<file path="src/rtl/axil_mgr_arbiter.sv">
// Round-robin arbiter that shares one AXI4-Lite manager port between NUM_REQ
// register-access requesters, running one single-beat transaction at a time.
module axil_mgr_arbiter #(
    parameter int NUM_REQ    = 4,
    parameter int DATA_WIDTH = 32,
    parameter int ADDR_WIDTH = 32
) (
    input  logic                          aclk,
    input  logic                          areset,
    // requester side
    input  logic [NUM_REQ-1:0]            req_valid,
    output logic [NUM_REQ-1:0]            req_ready,
    input  logic [NUM_REQ-1:0]            req_write,
    input  logic [NUM_REQ*ADDR_WIDTH-1:0] req_addr,
    input  logic [NUM_REQ*DATA_WIDTH-1:0] req_wdata,
    output logic [NUM_REQ-1:0]            rsp_valid,
    output logic [DATA_WIDTH-1:0]         rsp_rdata,
    output logic [1:0]                    rsp_resp,
    output logic                          busy,
    output logic [$clog2(NUM_REQ)-1:0]    gnt_id,
    // AXI4-Lite manager
    output logic [ADDR_WIDTH-1:0]         awaddr,
    output logic                          awvalid,
    input  logic                          awready,
    output logic [DATA_WIDTH-1:0]         wdata,
    output logic                          wvalid,
    input  logic                          wready,
    input  logic [1:0]                    bresp,
    input  logic                          bvalid,
    output logic                          bready,
    output logic [ADDR_WIDTH-1:0]         araddr,
    output logic                          arvalid,
    input  logic                          arready,
    input  logic [DATA_WIDTH-1:0]         rdata,
    input  logic [1:0]                    rresp,
    input  logic                          rvalid,
    output logic                          rready
);

    localparam int IDW = $clog2(NUM_REQ);

    typedef enum logic [2:0] {
        IDLE,
        WR_ADDR_DATA,
        WR_RESP,
        RD_ADDR,
        RD_DATA,
        RESP
    } state_e;

    state_e                state_q, state_d;
    logic [IDW-1:0]        last_gnt_q, last_gnt_d;
    logic [IDW-1:0]        gnt_id_q, gnt_id_d;
    logic [ADDR_WIDTH-1:0] addr_q, addr_d;
    logic [DATA_WIDTH-1:0] wdata_q, wdata_d;
    logic                  awvalid_q, awvalid_d;
    logic                  wvalid_q, wvalid_d;
    logic                  arvalid_q, arvalid_d;
    logic                  bready_q, bready_d;
    logic                  rready_q, rready_d;
    logic [DATA_WIDTH-1:0] rsp_rdata_q, rsp_rdata_d;
    logic [1:0]            rsp_resp_q, rsp_resp_d;

    logic                  win_found;
    logic [IDW-1:0]        win_idx;
    logic                  grant;

    // Index (base + off) modulo NUM_REQ; base < NUM_REQ and off <= NUM_REQ.
    function automatic logic [IDW-1:0] wrap_add(input logic [IDW-1:0] base, input int off);
        int sum;
        sum = int'(base) + off;
        if (sum >= NUM_REQ) begin
            sum = sum - NUM_REQ;
        end
        return IDW'(sum);
    endfunction

    // Round-robin search starting just above the last winner.
    always_comb begin
        // NOTE: every combinational output gets a default first so no latch is inferred.
        win_found = 1'b0;
        win_idx   = '0;
        for (int k = 1; k <= NUM_REQ; k++) begin
            if (!win_found && req_valid[wrap_add(last_gnt_q, k)]) begin
                win_found = 1'b1;
                win_idx   = wrap_add(last_gnt_q, k);
            end
        end
    end

    assign grant = win_found && (state_q == IDLE);

    // FSM: state register
    always_ff @(posedge aclk) begin
        // NOTE: reset is synchronous, so it is tested inside the clocked block only.
        if (areset) begin
            state_q <= IDLE;
        end else begin
            state_q <= state_d;
        end
    end

    // FSM: next state
    always_comb begin
        state_d = state_q;
        case (state_q)
            IDLE: begin
                if (grant) begin
                    state_d = req_write[win_idx] ? WR_ADDR_DATA : RD_ADDR;
                end
            end
            WR_ADDR_DATA: begin
                // a channel is done once its valid has dropped or handshakes now
                if ((!awvalid_q || awready) && (!wvalid_q || wready)) begin
                    state_d = WR_RESP;
                end
            end
            WR_RESP: begin
                if (bvalid) begin
                    state_d = RESP;
                end
            end
            RD_ADDR: begin
                if (arready) begin
                    state_d = RD_DATA;
                end
            end
            RD_DATA: begin
                if (rvalid) begin
                    state_d = RESP;
                end
            end
            RESP:    state_d = IDLE;
            default: state_d = IDLE;
        endcase
    end

    // FSM: outputs decoded from the current state
    always_comb begin
        req_ready = '0;
        rsp_valid = '0;
        busy      = (state_q != IDLE);
        if (grant && !areset) begin
            req_ready[win_idx] = 1'b1;
        end
        if (state_q == RESP) begin
            rsp_valid[gnt_id_q] = 1'b1;
        end
    end

    // Datapath next-state: request capture, registered AXI controls, response capture.
    always_comb begin
        last_gnt_d  = last_gnt_q;
        gnt_id_d    = gnt_id_q;
        addr_d      = addr_q;
        wdata_d     = wdata_q;
        awvalid_d   = 1'b0;
        wvalid_d    = 1'b0;
        arvalid_d   = 1'b0;
        bready_d    = (state_d == WR_RESP);
        rready_d    = (state_d == RD_DATA);
        rsp_rdata_d = rsp_rdata_q;
        rsp_resp_d  = rsp_resp_q;
        case (state_q)
            IDLE: begin
                if (grant) begin
                    last_gnt_d = win_idx;
                    gnt_id_d   = win_idx;
                    addr_d     = req_addr[win_idx*ADDR_WIDTH +: ADDR_WIDTH];
                    wdata_d    = req_wdata[win_idx*DATA_WIDTH +: DATA_WIDTH];
                    awvalid_d  = req_write[win_idx];
                    wvalid_d   = req_write[win_idx];
                    arvalid_d  = !req_write[win_idx];
                end
            end
            WR_ADDR_DATA: begin
                awvalid_d = awvalid_q && !awready;
                wvalid_d  = wvalid_q && !wready;
            end
            WR_RESP: begin
                if (bvalid) begin
                    rsp_resp_d  = bresp;
                    rsp_rdata_d = '0;
                end
            end
            RD_ADDR: begin
                arvalid_d = !arready;
            end
            RD_DATA: begin
                if (rvalid) begin
                    rsp_resp_d  = rresp;
                    rsp_rdata_d = rdata;
                end
            end
            default: ;
        endcase
    end

    always_ff @(posedge aclk) begin
        if (areset) begin
            last_gnt_q  <= IDW'(NUM_REQ - 1);
            gnt_id_q    <= '0;
            addr_q      <= '0;
            wdata_q     <= '0;
            awvalid_q   <= 1'b0;
            wvalid_q    <= 1'b0;
            arvalid_q   <= 1'b0;
            bready_q    <= 1'b0;
            rready_q    <= 1'b0;
            rsp_rdata_q <= '0;
            rsp_resp_q  <= '0;
        end else begin
            // NOTE: sequential state always uses non-blocking assignments.
            last_gnt_q  <= last_gnt_d;
            gnt_id_q    <= gnt_id_d;
            addr_q      <= addr_d;
            wdata_q     <= wdata_d;
            awvalid_q   <= awvalid_d;
            wvalid_q    <= wvalid_d;
            arvalid_q   <= arvalid_d;
            bready_q    <= bready_d;
            rready_q    <= rready_d;
            rsp_rdata_q <= rsp_rdata_d;
            rsp_resp_q  <= rsp_resp_d;
        end
    end

    assign gnt_id    = gnt_id_q;
    assign rsp_rdata = rsp_rdata_q;
    assign rsp_resp  = rsp_resp_q;
    assign awaddr    = addr_q;
    assign araddr    = addr_q;
    assign wdata     = wdata_q;
    assign awvalid   = awvalid_q;
    assign wvalid    = wvalid_q;
    assign arvalid   = arvalid_q;
    assign bready    = bready_q;
    assign rready    = rready_q;

endmodule

</file>
<file path="config.mk">
export PLATFORM = sky130hd
export DESIGN_NAME = axil_mgr_arbiter
export DESIGN_NICKNAME = d
export VERILOG_FILES = /design/src/rtl/axil_mgr_arbiter.sv
export SDC_FILE = /design/constraint.sdc
export NUM_CORES = 1
export LEC_CHECK = 0
export BUFFER_PORTS_ARGS = -buffer_cell sky130_fd_sc_hd__buf_2
export CORE_AREA = 5 5 174 176
export CTS_CLUSTER_DIAMETER = 150
export DETAILED_ROUTE_END_ITERATION = 8
export DIE_AREA = 0 0 179 181
export PLACE_DENSITY = 0.58
export REMOVE_ABC_BUFFERS = 1
export SYNTH_ARGS = -nofsm -noshare
export SYNTH_HDL_FRONTEND = slang
export SYNTH_SLANG_ARGS = --single-unit
</file>
<file path="constraint.sdc">
create_clock -name aclk -period 4.65 [get_ports aclk]
set_input_delay 0.2325 -clock aclk [delete_from_list [all_inputs] [get_ports aclk]]
set_output_delay 0.2325 -clock aclk [all_outputs]
set_load 0.01 [all_outputs]
</file>
==> qor.csv, run 1 <==
stage;metric;value;unit
floorplanning;core box area;28500;um2
placed_design;RePlAce Congestion;0.819;
power_and_ir_drop;Overall Power;4.70;mW
clocking;# H-tree levels;3;
synthesis;synthesized area;5500;um2
job;Max-Cap Viols;0;
timing;final worst slack;1870;ps
clocking;TritonCTS clock tree;built;
synthesis;Yosys reg bits;110;
worst_setup_path;Crit path required time;4870;ps
detailed_routing;wire per inst;19.2;um
worst_hold_path;Hold Path Class;input port to flip-flop;
finish;Syn-to-layout area delta;47.4;%
clocking;CTS root buf;clkbuf_16;
grt;largest net degree at the start of global routing;68;
placed_design;Post-Place Setup Slack;1880;ps
timing;worst-margin pin slew;1070;ps
synthesis;sequential area share after synthesis;0.400;
grt;first-pass GRT wire length;39300;um
finish;fin cells;1428;
power_and_ir_drop;Pleak;3.77;nW
synthesis;Post-synth EDFFs;0;
status;status;finished clean;
synthesis;Async SR Flop Fraction;0;
timing;Slew HR;0.285;
worst_setup_path;crit-path max FO;46;
floorplanning;num rows;62;
worst_hold_path;hold endpoint;arvalid;
clocking;Resized Gates After CTS;0;
clocking;CTS Sinks;110;
clocking;CTS Buf Count;9;
worst_hold_path;hold-critical path depth;2;
worst_setup_path;Arrival @ worst endpoint;2990;ps
floorplanning;I/O pin cnt;453;
grt;initial antenna violation count;5;
worst_setup_path;CP Launch Point;last_gnt_q[1];
clocking;worst-skew pair later-pin latency;360;ps
synthesis;Post-Syn Area per Cell;8.25;um2
floorplanning;die height;181;um
timing;WHS;112;ps
synthesis;Synth cell types;44;
finish;layout cells sized above 1;0.467;
detailed_routing;Iter 0 DRT Violations;559;
timing;FMAX;360;MHz
power_and_ir_drop;Pwr Density;579;nW/um2
worst_setup_path;reg2reg end;araddr[22];
worst_setup_path;Worst setup SP type;flip-flop;
placed_design;hpwl dp;20400;um
timing;Final Critical Period;2780;ps
worst_setup_path;Worst Setup Path Type;flip-flop to flip-flop;
detailed_routing;drt total wl;27400;um
clocking;clock-pin slew on the worst setup and hold paths;90;ps
floorplanning;Die ar.;32400;um2
timing;Final period util;0.597;
clocking;hold buffer count at CTS;0;
clocking;clk buf depth;2;
synthesis;Post-synth top flop;dfxtp_1;
synthesis;Syn. warnings;0;
detailed_routing;number of detailed-route iterations in the first pass;6;
synthesis;Mapped Cells;667;
detailed_routing;post-route ant nets;0;
floorplanning;Die Span X;179;um
placed_design;Inst Count DP;1409;
grt;GRT Total Usage;0.155;
finish;number of nets in the layout;1343;
worst_setup_path;Crit Reg-Reg Startpoint;last_gnt_q[1];
timing;Max Slew Vio Count;0;
detailed_routing;via/cell ratio;4.82;
detailed_routing;via count;6890;
grt;number of global-route vias before repair;6704;
floorplanning;Starting Density;0.193;
timing;final count of negative-setup-slack endpoints;0;
timing;RSZ-0062 raised after global routing;no;
worst_setup_path;Worst Reg-to-Reg Cells;6;
grt;global route total overflow;0;
worst_hold_path;min-delay src;arready;
timing;final clock skew;15.8;ps
clocking;postcts setup bufs;0;
worst_setup_path;Crit. End Element;flip-flop;
worst_setup_path;reg2reg setup slack;1870;ps
timing;total negative slack;0;ps
placed_design;buffers added on ports;452;
detailed_routing;drc violations;0;
power_and_ir_drop;Max IR drop VDD;287;uV
timing;Final Hold Vio Count;0;
area by class of cell:
type,count,area (um2)
Timing Repair Buffer,460,2320
Multi-Input combinational cell,451,2770
Fill cell,3157,20400
Sequential cell,110,2200
Antenna cell,3,7.51
Clock inverter,6,77.6
Clock buffer,10,229
Tap cell,384,480
Inverter,4,15.0
critical path, stage by stage, from the launching register on:
cell and delay (ps):
dfxtp_1 610, nor2b_1 80, o21ai_0 310, nand2_2 420, buf_4 440, a222oi_1 590
a211oi_1 150
cells in the mapped netlist, types with 6 or more instances:
master	count	area, um2
buf_1	9	33.8
a222oi_1	64	641
nand2b_1	7	43.8
buf_4	32	240
nor2b_1	8	50.1
buf_2	19	95.1
clkbuf_1	40	150
a211oi_1	66	495
dfxtp_1	110	2200
a21oi_1	105	526
nand3_1	34	170
o21ai_0	6	30.0
nor2_1	76	285
nand2_1	43	161
power breakdown:
group | internal [mW] | total [mW] | switching, mW | leakage [nW]
Clock | 0.432 | 0.850 | 0.417 | 0.148
Combinational | 0.900 | 2.35 | 1.45 | 2.72
Sequential | 1.25 | 1.49 | 0.242 | 0.905
cell families (layout without fill, tap and decap cells):
logic type / after synthesis / after routing / share of synthesized area
AOI/OAI and AO/OA: 261 / 261 / 0.339
muxes: 4 / 4 / 0.00728
buffers and inverters: 106 / 480 / 0.100
and+or+nand+nor: 186 / 186 / 0.153
DFF: 110 / 110 / 0.400
other: 0 / 3 / 0
per-layer routing:
layer | vias to the layer above | wire [um] | track usage
met3 | 23 | 2800 | 0.0493
met5 | - | 60 | 0
met1 | 3253 | 10500 | 0.181
li1 | 3253 | - | -
met4 | 8 | 288 | 0.0322
met2 | 353 | 13800 | 0.276
worst max path at each step:
| stage | cells past startpoint | to | slack [ps] |
|---|---|---|---|
| 2_1_floorplan | 5 | bready | 990 |
| 3_3_place_gp | 6 | araddr[22] | 1920 |
| 3_5_place_dp | 6 | araddr[22] | 1880 |
| 4_1_cts | 5 | req_ready[3] | 1820 |
| 5_1_grt | 5 | req_ready[3] | 1710 |
| 6_report | 6 | araddr[22] | 1870 |
sequential cells by signal (all words and copies together), names as in the netlist:
name        flops
wdata          32
gnt_id          2
rsp_resp        2
state_q         3
rsp_rdata      32
arvalid         1
araddr         32
last_gnt_q      2
bready          1
wvalid          1
awvalid         1
rready          1
placed cells by master, fill, tap and decap left out, types with 2 or more instances in the layout:
master and instances:
o21ai_0 6, o21bai_1 2, nand2_1 42, buf_2 451
nand2b_1 6, and2_1 2, inv_6 2, nor3_1 2
clkbuf_16 9, a2bb2oi_1 2, nand3b_1 2, or4_1 2
buf_4 9, a211oi_1 66, nor3b_1 4, o22ai_1 3
nand3_1 34, a222oi_1 64, diode_2 3, inv_1 4
dfxtp_1 110, mux2i_1 4, a21oi_1 104, inv_8 2
nor2b_1 8, nor2_1 76
per-stage QoR:
step,cell area [um2],utilization
2_1_floorplan,4960,-
3_3_place_gp,7790,0.274
3_5_place_dp,7790,0.274
4_1_cts,8100,0.284
5_1_grt,8100,0.284
6_report,8110,0.285
(Power assumes the default switching activity.)
==> run 2, diff against run 1 <==
--- a/config.mk
+++ b/config.mk
@@ -6,11 +6,11 @@
 export NUM_CORES = 1
 export LEC_CHECK = 0
 export BUFFER_PORTS_ARGS = -buffer_cell sky130_fd_sc_hd__buf_2
-export CORE_AREA = 5 5 174 176
+export CORE_AREA = 5 5 171 173
 export CTS_CLUSTER_DIAMETER = 150
 export DETAILED_ROUTE_END_ITERATION = 8
-export DIE_AREA = 0 0 179 181
-export PLACE_DENSITY = 0.58
+export DIE_AREA = 0 0 176 178
+export PLACE_DENSITY = 0.59
 export REMOVE_ABC_BUFFERS = 1
 export SYNTH_ARGS = -nofsm -noshare
 export SYNTH_HDL_FRONTEND = slang
==> constraint.sdc (replaced) <==
create_clock -name aclk -period 2.87 [get_ports aclk]
set_input_delay 0.1435 -clock aclk [delete_from_list [all_inputs] [get_ports aclk]]
set_output_delay 0.1435 -clock aclk [all_outputs]
set_load 0.01 [all_outputs]
==> run 2 against run 1 <==
- combinational power is 68% higher
- sequential share of layout area decreased by 0.25 points
- largest cell class unchanged
- count of clock-buffer cells in the layout unchanged
==> qor.csv, run 2 (synthesis results as in run 1) <==
stage;metric;value;unit;change
worst_setup_path;reg2reg setup slack;680;ps;-1190 ps
finish;Fill cells;2988;;-5.4%
worst_setup_path;crit-path max FO;37;;-20%
worst_hold_path;Hold Path Class;input port to flip-flop;;
power_and_ir_drop;sw frac;0.446;;-0.00425
status;status;finished clean;;
worst_setup_path;Crit. End Element;primary output;;
timing;FMAX;401;MHz;
power_and_ir_drop;Psw;3.46;mW;+64%
grt;GRT Total Usage;0.159;;+0.00433
grt;largest net degree at the start of global routing;55;;-19%
timing;Max Slew Vio Count;0;;unchanged
detailed_routing;drc violations;0;;unchanged
floorplanning;num rows;61;;-1.6%
worst_setup_path;Crit path required time;2730;ps;-2140 ps
timing;final clock skew;16.2;ps;+0.393 ps
placed_design;hpwl dp;21000;um;+2.9%
finish;layout cells sized above 1;0.473;;+0.00608
timing;WHS;36.1;ps;-75.5 ps
worst_setup_path;Worst Reg-to-Reg Cells;6;;unchanged
timing;worst-margin pin slew;612;ps;-460 ps
worst_hold_path;min-delay src;rdata[30];;
timing;Final Hold Vio Count;0;;unchanged
power_and_ir_drop;Comb pwr share;0.507;;+0.006
job;Max-Cap Viols;0;;unchanged
power_and_ir_drop;Max IR drop VDD;346;uV;+21%
placed_design;buffers added on ports;452;;unchanged
timing;Slew HR;0.592;;+0.307
clocking;CTS Buf Count;9;;unchanged
clocking;postcts setup bufs;0;;unchanged
detailed_routing;WL met2;13100;um;-4.6%
worst_setup_path;CP max stage cell;dfxtp_1;;
timing;final count of negative-setup-slack endpoints;0;;unchanged
clocking;worst-skew pair later-pin latency;360;ps;about the same
worst_setup_path;Crit Reg-Reg Startpoint;last_gnt_q[1];;
finish;most common cell after layout, fill and taps aside;buf_2;;
floorplanning;core box area;27500;um2;-3.5%
clocking;TritonCTS clock tree;built;;
floorplanning;Starting Density;0.200;;+0.00699
timing;RSZ-0062 raised after global routing;no;;
floorplanning;Die ar.;31300;um2;-3.3%
clocking;# H-tree levels;3;;unchanged
worst_setup_path;CP Launch Point;last_gnt_q[1];;
grt;number of global-route vias before repair;6836;;+2.0%
timing;total negative slack;0;ps;unchanged
worst_setup_path;worst-path cell chain;a2bb2oi_1, o22ai_1, and2_4, buf_4, nor2b_1, buf_2;;
finish;number of nets in the layout;1355;;+0.89%
floorplanning;die height;178;um;-1.7%
worst_setup_path;reg2reg end;wdata[2];;
power_and_ir_drop;sequential power share;0.314;;-0.004
worst_hold_path;hold-critical path depth;3;;+1
floorplanning;I/O pin cnt;453;;unchanged
grt;initial antenna violation count;1;;-4
worst_hold_path;hold endpoint;rsp_rdata[30];;
worst_setup_path;Worst setup SP type;flip-flop;;
finish;ant diodes;0;;-3
power_and_ir_drop;Pwr Density;949;nW/um2;+64%
detailed_routing;met3 wire len;2540;um;-9.4%
grt;first-pass GRT wire length;39200;um;-0.42%
timing;Final period util;0.869;;
power_and_ir_drop;cell internal pwr;4.30;mW;+66%
detailed_routing;drt total wl;27100;um;-1.2%
detailed_routing;wire per inst;19.3;um;+0.81%
clocking;clock-pin slew on the worst setup and hold paths;90;ps;about the same
floorplanning;Die Span X;176;um;-1.7%
worst_setup_path;Arrival @ worst endpoint;2350;ps;-640 ps
finish;most frequent cells in the layout;buf_2 (451), dfxtp_1 (110), a21oi_1 (104), nor2_1 (76), a211oi_1 (66);;
clocking;CTS Sinks;110;;unchanged
finish;Syn-to-layout area delta;48.7;%;
detailed_routing;Iter 0 DRT Violations;530;;-5.2%
clocking;CTS root buf;clkbuf_16;;
worst_setup_path;Max stage delay on crit path;580;ps;-30 ps
clocking;clk buf depth;2;;unchanged
power_and_ir_drop;Pleak;3.84;nW;+2.0%
worst_setup_path;Worst Setup Path Type;flip-flop to primary output;;
detailed_routing;WL met1;10600;um;+1.4%
detailed_routing;max layer used;met5;;
detailed_routing;via count;6986;;+1.4%
detailed_routing;post-route ant nets;0;;unchanged
finish;post-route cell area;8180;um2;+0.91%
detailed_routing;via/cell ratio;4.99;;+3.5%
grt;global route total overflow;0;;unchanged
power_and_ir_drop;Overall Power;7.76;mW;+65%
placed_design;RePlAce Congestion;0.842;;+2.8%
detailed_routing;number of detailed-route iterations in the first pass;8;;+2
placed_design;placed cell area;7850;um2;+0.77%
timing;Final Critical Period;2490;ps;
power_and_ir_drop;clock power share;0.179;;-0.002
-- run 2: layout make-up --
| class | instances | area, um2 | area share |
|---|---|---|---|
| repair buffers | 472 | 2440 | 0.299 |
| flip-flops and latches | 110 | 2200 | 0.269 |
| well taps | 346 | 433 | 0.0529 |
| multi-input cells | 451 | 2770 | 0.339 |
| inverters | 4 | 15.0 | 0.00184 |
| clock inverters | 6 | 77.6 | 0.00948 |
| clock buffers | 10 | 239 | 0.0292 |
-- run 2: critical path, delay by kind of cell, from the launching register on --
| family | cells | cell delay [ps] |
|---|---|---|
| simple gates | 2 | 610 |
| buf+inv | 2 | 480 |
| flops | 1 | 580 |
| compound gates | 2 | 300 |
-- run 2: how the worst max path moves through the flow --
stage                              end  slack (ps)
after floorplan                 bready        -790
after global placement    req_ready[1]         510
after detailed placement     wdata[11]         450
after CTS                 req_ready[1]          70
after global routing      req_ready[1]         110
final                     req_ready[1]         380
-- run 2: per-stage QoR --
stage,utilization,std cells,setup slack [ps]
floorplan,-,565,-790
global placement,0.286,1382,506
detailed placement,0.286,1382,445
CTS,0.298,1399,68.3
global route,0.298,1399,109
finish,0.298,1399,377
-- run 2: power by group through the flow --
stage                     Clock [mW]  Sequential (mW)  Combinational, mW
after floorplan                    0             2.72               1.81
after global placement             0             2.45               3.93
after detailed placement           0             2.46               3.95
after CTS                       1.47             2.44               3.97
after global routing            1.54             2.51               4.28
final                           1.39             2.44               3.94
-- run 2: layer usage --
metal  up-vias  global-route usage
li1       3269                   -
met3        43              0.0475
met5         -                   0
met1      3233               0.185
met2       439               0.282
met4         2              0.0513
-- run 2: repair_timing --
| action | in CTS | in global routing |
|---|---|---|
| hold endpoints to repair | 1 | 0 |
| gates resized for setup | 0 | 1 |
| setup endpoints to repair | 0 | 1 |
| hold buffers | 1 | 0 |
==> run 3, diff against run 2 <==
--- a/config.mk
+++ b/config.mk
@@ -6,11 +6,11 @@
 export NUM_CORES = 1
 export LEC_CHECK = 0
 export BUFFER_PORTS_ARGS = -buffer_cell sky130_fd_sc_hd__buf_2
-export CORE_AREA = 5 5 171 173
+export CORE_AREA = 2 2 178 180
 export CTS_CLUSTER_DIAMETER = 150
 export DETAILED_ROUTE_END_ITERATION = 8
-export DIE_AREA = 0 0 176 178
-export PLACE_DENSITY = 0.59
+export DIE_AREA = 0 0 180 182
+export PLACE_DENSITY = 0.55
 export REMOVE_ABC_BUFFERS = 1
 export SYNTH_ARGS = -nofsm -noshare
 export SYNTH_HDL_FRONTEND = slang
==> run 3 against run 2 <==
- worst setup slack gained 98 ps
- sequential cell count is the same
- highest routed layer unchanged
- critical path type unchanged
- critical endpoint unchanged
- first-iteration DRC count grew 3.4%
- largest cell class unchanged
==> qor.csv, run 3 (synthesis results as in run 1) <==
stage;metric;value;unit;change
floorplanning;core box area;31000;um2;+13%
finish;number of nets in the layout;1354;;-0.074%
timing;RSZ-0062 raised after global routing;no;;
detailed_routing;Iter 0 DRT Violations;548;;+3.4%
worst_setup_path;Crit. End Element;primary output;;
floorplanning;Die ar.;32800;um2;+4.6%
detailed_routing;drc violations;0;;unchanged
worst_setup_path;delay-heaviest family, CP;simple AND/OR/NAND/NOR gates;;
worst_setup_path;Crit path required time;2730;ps;about the same
timing;Slew HR;0.517;;-0.0748
floorplanning;die height;182;um;+2.2%
timing;Final period util;0.835;;-0.0341
power_and_ir_drop;Overall Power;7.60;mW;-2.1%
placed_design;Post-Place Setup Slack;582;ps;+137 ps
grt;GRT Total Usage;0.149;;-0.0101
grt;global route total overflow;0;;unchanged
worst_setup_path;CP max stage cell;dfxtp_1;;
worst_setup_path;crit-path max FO;19;;-49%
clocking;clk buf depth;2;;unchanged
placed_design;buffers added on ports;452;;unchanged
timing;Final Critical Period;2400;ps;-98.0 ps
finish;most common cell after layout, fill and taps aside;buf_2;;
timing;Final Hold Vio Count;0;;unchanged
floorplanning;num rows;65;;+6.6%
power_and_ir_drop;Pleak;3.83;nW;-0.44%
worst_setup_path;Worst setup SP type;flip-flop;;
detailed_routing;post-route ant nets;0;;unchanged
clocking;CTS Buf Count;9;;unchanged
worst_setup_path;worst-path cell chain;a2bb2oi_1, o22ai_1, and2_2, buf_4, nor2b_1, buf_2;;
timing;total negative slack;0;ps;unchanged
worst_setup_path;critical path buffer and inverter count;2;;unchanged
clocking;clock-pin slew on the worst setup and hold paths;80;ps;about the same
detailed_routing;number of detailed-route iterations in the first pass;9;;+1
detailed_routing;via count;6839;;-2.1%
worst_setup_path;Worst Setup Path Type;flip-flop to primary output;;
job;Max-Cap Viols;0;;unchanged
finish;post-route cell area;8230;um2;+0.55%
timing;Max Slew Vio Count;0;;unchanged
detailed_routing;via/cell ratio;4.70;;-5.9%
finish;most frequent cells in the layout;buf_2 (451), dfxtp_1 (110), a21oi_1 (104), nor2_1 (76), a211oi_1 (66);;
grt;first-pass GRT wire length;38600;um;-1.6%
clocking;TritonCTS clock tree;built;;
detailed_routing;drt total wl;26200;um;-3.2%
finish;layout cells sized above 1;0.472;;-0.00100
floorplanning;I/O pin cnt;453;;unchanged
timing;worst-margin pin slew;725;ps;+112 ps
grt;largest net degree at the start of global routing;66;;+20%
placed_design;RePlAce Congestion;0.779;;-7.5%
status;status;finished clean;;
detailed_routing;wire per inst;18.0;um;-6.9%
timing;final count of negative-setup-slack endpoints;0;;unchanged
clocking;# H-tree levels;3;;unchanged
power_and_ir_drop;Pwr Density;924;nW/um2;-2.6%
finish;Syn-to-layout area delta;49.5;%;
clocking;CTS root buf;clkbuf_16;;
placed_design;placed cell area;7940;um2;+1.1%
worst_hold_path;Hold Path Class;input port to flip-flop;;
placed_design;hpwl dp;19700;um;-6.0%
clocking;worst-skew pair later-pin latency;360;ps;about the same
timing;final worst slack;475;ps;+98.0 ps
grt;number of global-route vias before repair;6644;;-2.8%
timing;final clock skew;14.0;ps;-2.18 ps
clocking;Resized Gates After CTS;0;;unchanged
clocking;CTS Sinks;110;;unchanged
floorplanning;Die Span X;180;um;+2.3%
worst_setup_path;Arrival @ worst endpoint;2250;ps;-100 ps
floorplanning;Starting Density;0.178;;-0.0227
timing;FMAX;418;MHz;+4.1%
power_and_ir_drop;Max IR drop VDD;374;uV;+8.0%
grt;initial antenna violation count;5;;+4
worst_setup_path;Max stage delay on crit path;590;ps;about the same
## run 3: worst min-delay path: cells and delay by family
kind / cells / cell delay, ps
buffers and inverters: 1 / 100
and+or+nand+nor: 1 / 50
AOI/OAI and AO/OA: 1 / 50
## run 3: power by group
part	switching [mW]	total (mW)	leakage, nW	internal [mW]
Sequential	0.394	2.42	0.905	2.03
Combinational	2.35	3.91	2.78	1.56
Clock	0.670	1.27	0.136	0.597
Total	3.42	7.60	3.83	4.18
## run 3: metrics by stage
stage / util / hold slack (ps) / std cells
2_1_floorplan: - / 213 / 565
3_3_place_gp: 0.256 / 390 / 1437
3_5_place_dp: 0.256 / 380 / 1437
4_1_cts: 0.265 / 10.1 / 1453
5_1_grt: 0.265 / 24.0 / 1454
6_report: 0.265 / 35.9 / 1455
## run 3: timing repair
item / 4_1_cts / 5_1_grt
hold buffers: 1 / 0
endpoints found under the hold margin: 1 / 0
endpoints found under the setup margin: 0 / 0
setup buffers: 0 / 0
## run 3: cell type report
cell class | count | area [um2]
sequential | 110 | 2200
inverter | 4 | 15.0
tap | 402 | 503
timing repair buffer | 471 | 2460
fill | 3441 | 22800
multi-input combinational | 451 | 2770
clock inverter | 6 | 45.0
antenna | 2 | 5.00
clock buffer | 9 | 225
## run 3: path summary, 6_finish.rpt
| path | from | endpoint | slack [ps] | depth (start not counted) |
|---|---|---|---|---|
| min | rdata[22] | rsp_rdata[22] | 40 | 3 |
| max | last_gnt_q[1] | req_ready[1] | 470 | 6 |
| max reg2reg | last_gnt_q[1] | wdata[3] | 580 | 6 |
| min reg2reg | rsp_rdata[1] | rsp_rdata[1] | 450 | 2 |
## run 3: layer usage
layer,track usage,routed length [um],up-vias
met2,0.261,12900,354
met3,0.0467,2330,23
met4,0.0397,417,6
met5,0,34,-
li1,-,-,3258
met1,0.176,10500,3198
